==> config.mk <==
export PLATFORM = sky130hd
export DESIGN_NAME = translate_hex_to_ascii_tx
export DESIGN_NICKNAME = d
export VERILOG_FILES = /design/src/rtl/translate_hex_to_ascii_tx.sv
export SDC_FILE = /design/constraint.sdc
export NUM_CORES = 1
export LEC_CHECK = 0
export CAP_MARGIN = 10
export CORE_MARGIN = 1.5
export CORE_UTILIZATION = 51
export DETAILED_ROUTE_END_ITERATION = 7
export GPL_TIMING_DRIVEN = 0
export PLACE_DENSITY = 0.84
export SLEW_MARGIN = 20
export SYNTH_ARGS = -nofsm -noshare
export SYNTH_HDL_FRONTEND = slang
export SYNTH_SLANG_ARGS = --single-unit
==> constraint.sdc <==
create_clock -name clk -period 2.2 [get_ports clk]
set_input_delay 0.44 -clock clk [delete_from_list [all_inputs] [get_ports clk]]
set_output_delay 0.44 -clock clk [all_outputs]
set_load 0.03 [all_outputs]
==> src/rtl/translate_hex_to_ascii_tx.sv <==
// translate_hex_to_ascii_tx
// Serialises a NUM_BYTES-wide binary word into ASCII hex characters,
// most-significant nibble first, over a valid/ready character interface.
// Optional trailer: define HEX_TX_CRLF_EN to append CR (0x0D) and LF (0x0A)
// after the last hex character of each word.
module translate_hex_to_ascii_tx #(
   parameter int unsigned NUM_BYTES = 2,
   parameter bit          UPPERCASE = 1'b1
) (
   input  logic                   clk,
   input  logic                   rst_n,
   input  logic [NUM_BYTES*8-1:0] data_in,
   input  logic                   in_valid,
   output logic                   in_ready,
   output logic [7:0]             char_out,
   output logic                   char_valid,
   input  logic                   char_ready,
   output logic                   busy
);

   localparam int unsigned W  = NUM_BYTES * 8;
   localparam int unsigned NN = NUM_BYTES * 2;
   localparam int unsigned CW = (NN > 1) ? $clog2(NN) : 1;
   localparam logic [CW-1:0] CNT_TOP = CW'(NN - 1);

`ifdef HEX_TX_CRLF_EN
   typedef enum logic [1:0] {IDLE, SEND, CR, LF} state_t;
`else
   typedef enum logic {IDLE, SEND} state_t;
`endif

   state_t         state_q, state_d;
   logic [W-1:0]   shreg_q, shreg_d;
   logic [CW-1:0]  cnt_q,   cnt_d;
   logic [7:0]     char_q,  char_d;
   logic           valid_q, valid_d;
   logic           fire;

   // Nibble to ASCII hex digit; 8-bit wrap-around arithmetic throughout
   function automatic logic [7:0] encode(input logic [3:0] n);
      logic [7:0] n8;
      n8 = {4'h0, n};
      if (n < 4'd10)
         return 8'h30 + n8;
      else if (UPPERCASE)
         return 8'h41 + n8 - 8'd10;
      else
         return 8'h61 + n8 - 8'd10;
   endfunction

   assign fire       = valid_q && char_ready;
   assign in_ready   = (state_q == IDLE);
   assign busy       = (state_q != IDLE);
   assign char_out   = char_q;
   assign char_valid = valid_q;

   // State, shift register, counter and registered character output
   always_ff @(posedge clk) begin
      if (!rst_n) begin
         state_q <= IDLE;
         shreg_q <= '0;
         cnt_q   <= '0;
         char_q  <= '0;
         valid_q <= 1'b0;
      end else begin
         state_q <= state_d;
         shreg_q <= shreg_d;
         cnt_q   <= cnt_d;
         char_q  <= char_d;
         valid_q <= valid_d;
      end
   end

   // Next-state and next-output logic; everything holds unless a handshake occurs
   always_comb begin
      state_d = state_q;
      shreg_d = shreg_q;
      cnt_d   = cnt_q;
      char_d  = char_q;
      valid_d = valid_q;
      case (state_q)
         IDLE: begin
            if (in_valid) begin
               shreg_d = data_in;
               cnt_d   = CNT_TOP;
               char_d  = encode(data_in[W-1 -: 4]);
               valid_d = 1'b1;
               state_d = SEND;
            end
         end
         SEND: begin
            if (fire) begin
               if (cnt_q != '0) begin
                  // The presented nibble sits at the top; the next one is just below it
                  shreg_d = shreg_q << 4;
                  cnt_d   = cnt_q - CW'(1);
                  char_d  = encode(shreg_q[W-5 -: 4]);
               end else begin
`ifdef HEX_TX_CRLF_EN
                  char_d  = 8'h0D;
                  state_d = CR;
`else
                  valid_d = 1'b0;
                  state_d = IDLE;
`endif
               end
            end
         end
`ifdef HEX_TX_CRLF_EN
         CR: begin
            if (fire) begin
               char_d  = 8'h0A;
               state_d = LF;
            end
         end
         LF: begin
            if (fire) begin
               valid_d = 1'b0;
               state_d = IDLE;
            end
         end
`endif
         default: begin
            valid_d = 1'b0;
            state_d = IDLE;
         end
      endcase
   end

endmodule

==> results by group <==
Layout
  – Fin nets: 188
  – Area of the multi-input gates: 611 um2
  – Layout cells sized above 1: 11.0%
  – Util after Layout: 69.8%
  – Ant. Diodes: 0
  – Fillers: 184
  – Register area: 460 um2
  – Area growth, synth to finish: 30.5%

Timing
  – Worst hold margin: 0.464 ns
  – Setup TNS Final: 0 ns
  – Clock Skew: 0.00192 ns
  – Crit share post-route: 96.0%
  – RSZ-0062 raised after global routing: false
  – Final Hold Viols: 0
  – Worst-Margin Slew: 0.691 ns
  – Crit path time final: 2.11 ns
  – Final setup vio count: 0
  – Max_slew headroom: 53.8%
  – Pins Over Slew Limit: 0
  – Fmax: 0.473 GHz
  – Worst Slack Setup Final: 0.0869 ns

Detailed routing
  – Vias: 1087
  – DR DRC count: 0
  – Metal-1 WL: 1.18 mm
  – DR WL met2: 1.40 mm
  – DRT Pass-1 Iters: 5
  – Post-DRT Antenna Nets: 0
  – Max layer used: met4
  – WL final: 2.69 mm
  – WL per Instance: 14.0 um
  – Initial detailed-routing violation count: 31
  – Routed wl met3: 59 um
  – Via density per instance: 5.66

Floorplanning
  – # rows: 17
  – Core ar.: 2170 um2
  – Initial Util: 53.5%
  – Ports: 31
  – Die width: 50.7 um
  – Die height: 50.7 um
  – Die footprint: 2570 um2

Setup path
  – Crit Path Max Fanout: 10
  – CP peak stage delay: 0.41 ns
  – CP Cell Sequence: buf_2, clkinvlp_4, dlygate4sd2_1
  – Startpoint types: flip-flop
  – Crit path max-delay family: buffers and inverters
  – Setup crit end kind: output port
  – WP buf/inv: 3
  – WP data required: 1.76 ns
  – Crit Path Category: reg2out
  – Worst path slowest cell: dlygate4sd2_1
  – WP data arrival: 1.67 ns

Placement
  – Detailed Place HPWL: 2.01 mm
  – Routability cong.: 0.891
  – IO buf count: 29
  – Pre-CTS setup slack: 0.133 ns

Global routing
  – GRT overflow: 0
  – First-pass GRT wire length: 4.31 mm
  – Vias in the first global route: 1017
  – Largest net degree at the start of global routing: 13
  – GRT Overall Usage: 22.0%
  – Initial antenna violation count: 0

Power
  – Tot Pwr: 0.940 mW
  – Comb pwr share: 28.2%
  – Clock power share: 21.2%
  – Static leakage: 0.576 nW
  – P_int: 0.644 mW
  – Power Density: 621 nW/um2
  – Switching share of power: 31.5%
  – Psw: 0.296 mW
  – Worst vdd ir: 443 uV
  – Sequential power share: 50.6%

Synth
  – #FFs+latches synth: 23
  – Area leader, netlist: dfxtp_1
  – Top-area cell type share of the netlist area: 39.7%
  – Mapped cell area: 1160 um2
  – Syn_area_per_cell: 8.85 um2
  – Post-Synthesis Cells: 131
  – Netlist cell types: 32
  – Synth Flop Type: dfxtp_1
  – FFs w/ async S/R, synth: 0%
  – Warnings from Yosys: 0
  – Seq/Total Area, Yosys: 39.7%
  – Mapped Nets: 154
  – Number of enable flip-flop cells after synthesis: 0
  – Largest cells by area after synthesis: dfxtp_1 (40%), a211oi_2 (8.6%), mux2i_1 (7.8%), a21oi_1 (5.6%), nor2_1 (4.2%)

Clocking
  – Root buf cell: clkbuf_4
  – Post-CTS Setup Bufs: 0
  – Clock Pin Slew Worst Setup and Hold Paths: 0.12 ns
  – Clock buffer depth: 2
  – CTS tree: done
  – Clk Latency, worst-skew pair: 0.31 ns
  – Clock tree sinks: 23
  – H-tree lvl count: 1
  – Total CTS buffers: 3

Flow run
  – MaxCap Viol Count: 0

Hold path
  – Hold Path Class: reg2reg

Status
  – Status: complete, no violations
synthesized netlist by cell type (3+ instances only):
master and count:
a211oi_1 4, a211oi_2 8, a21oi_1 13, dfxtp_1 23
ha_1 3, inv_1 8, mux2i_1 9, nand2_1 9
nand3_1 7, nor2_1 13, nor3_1 3, o21ai_0 4
registers in the layout (all words and copies together) (netlist names):
register and cells:
shreg_q 12, char_out 7, cnt_q 2, busy 1, char_valid 1
power groups by stage:
stage / registers [mW] / logic, mW / clock network [mW]
floorplan: 0.508 / 0.138 / 0
global route: 0.481 / 0.285 / 0.220
CTS: 0.475 / 0.264 / 0.201
global placement: 0.482 / 0.255 / 0
finish: 0.476 / 0.265 / 0.199
detailed placement: 0.485 / 0.263 / 0
final timing paths:
path | slack, ns | depth (start not counted) | end | from
worst max-delay path | 0.09 | 3 | in_ready | busy$_SDFF_PN0_
worst min-delay path | 0.46 | 2 | char_out[5]$_SDFFE_PN0P_ | char_out[5]$_SDFFE_PN0P_
worst max register to register | 0.46 | 6 | char_out[3]$_SDFFE_PN0P_ | cnt_q[0]$_SDFFE_PN0P_
worst min register to register | 0.46 | 2 | char_out[5]$_SDFFE_PN0P_ | char_out[5]$_SDFFE_PN0P_
worst min-delay path, delay by kind of cell, from the launching register on:
| kind | cells | cell delay, ns |
|---|---|---|
| AOI/OAI and AO/OA | 1 | 0.05 |
| DFF | 1 | 0.33 |
| and+or+nand+nor | 1 | 0.05 |
layout by cell type (no fill, tap or decap), types with 2 or more instances in the layout:
master / instances
nor2_1: 13
clkdlybuf4s50_1: 28
clkbuf_1: 2
nor3_1: 3
a211oi_1: 4
inv_1: 8
buf_2: 2
ha_1: 3
nand3_1: 7
dfxtp_1: 23
mux2i_1: 9
a21oi_1: 13
xnor2_1: 2
nor2b_1: 2
buf_6: 2
o21ai_0: 4
clkbuf_4: 3
a211oi_2: 8
o211ai_1: 2
buf_4: 2
nand2_1: 9
per-layer routing:
layer | vias up | track usage [%]
met5 | - | 0
met3 | 8 | 2.68
met4 | 0 | 9.91
met2 | 23 | 40.1
li1 | 534 | -
met1 | 522 | 25.5
what timing repair did:
action | 4_1_cts | 5_1_grt
pin swaps | 0 | 0
gates resized for setup | 1 | 1
hold buffers | 0 | 0
setup endpoints to repair | 1 | 1
logic make-up (layout without fill, tap and decap cells):
family                     after synthesis  count (layout)  share of synthesized area [%]
and+or+nand+nor                         38              38                           15.0
muxes                                    9               9                           7.77
AOI/OAI and AO/OA                       38              38                           24.8
buffers and inverters                   17              50                           7.66
adders and majority gates                3               3                           3.24
xor gates and xnor gates                 2               2                           1.51
other                                    1               1                          0.323
DFF                                     23              23                           39.7
per-stage QoR:
step	cells	area, um2
floorplan	131	1160
global placement	188	1490
detailed placement	188	1490
CTS	192	1510
global route	192	1510
finish	192	1510
area by class of cell:
cell class,count,share of cell area [%]
Buffer,7,3.39
Clock buffer,4,1.74
Multi-Input combinational cell,91,40.3
Timing Repair Buffer,29,19.1
Inverter,10,2.73
Tap cell,28,2.31
Sequential cell,23,30.4
(Power assumes the default switching activity.)
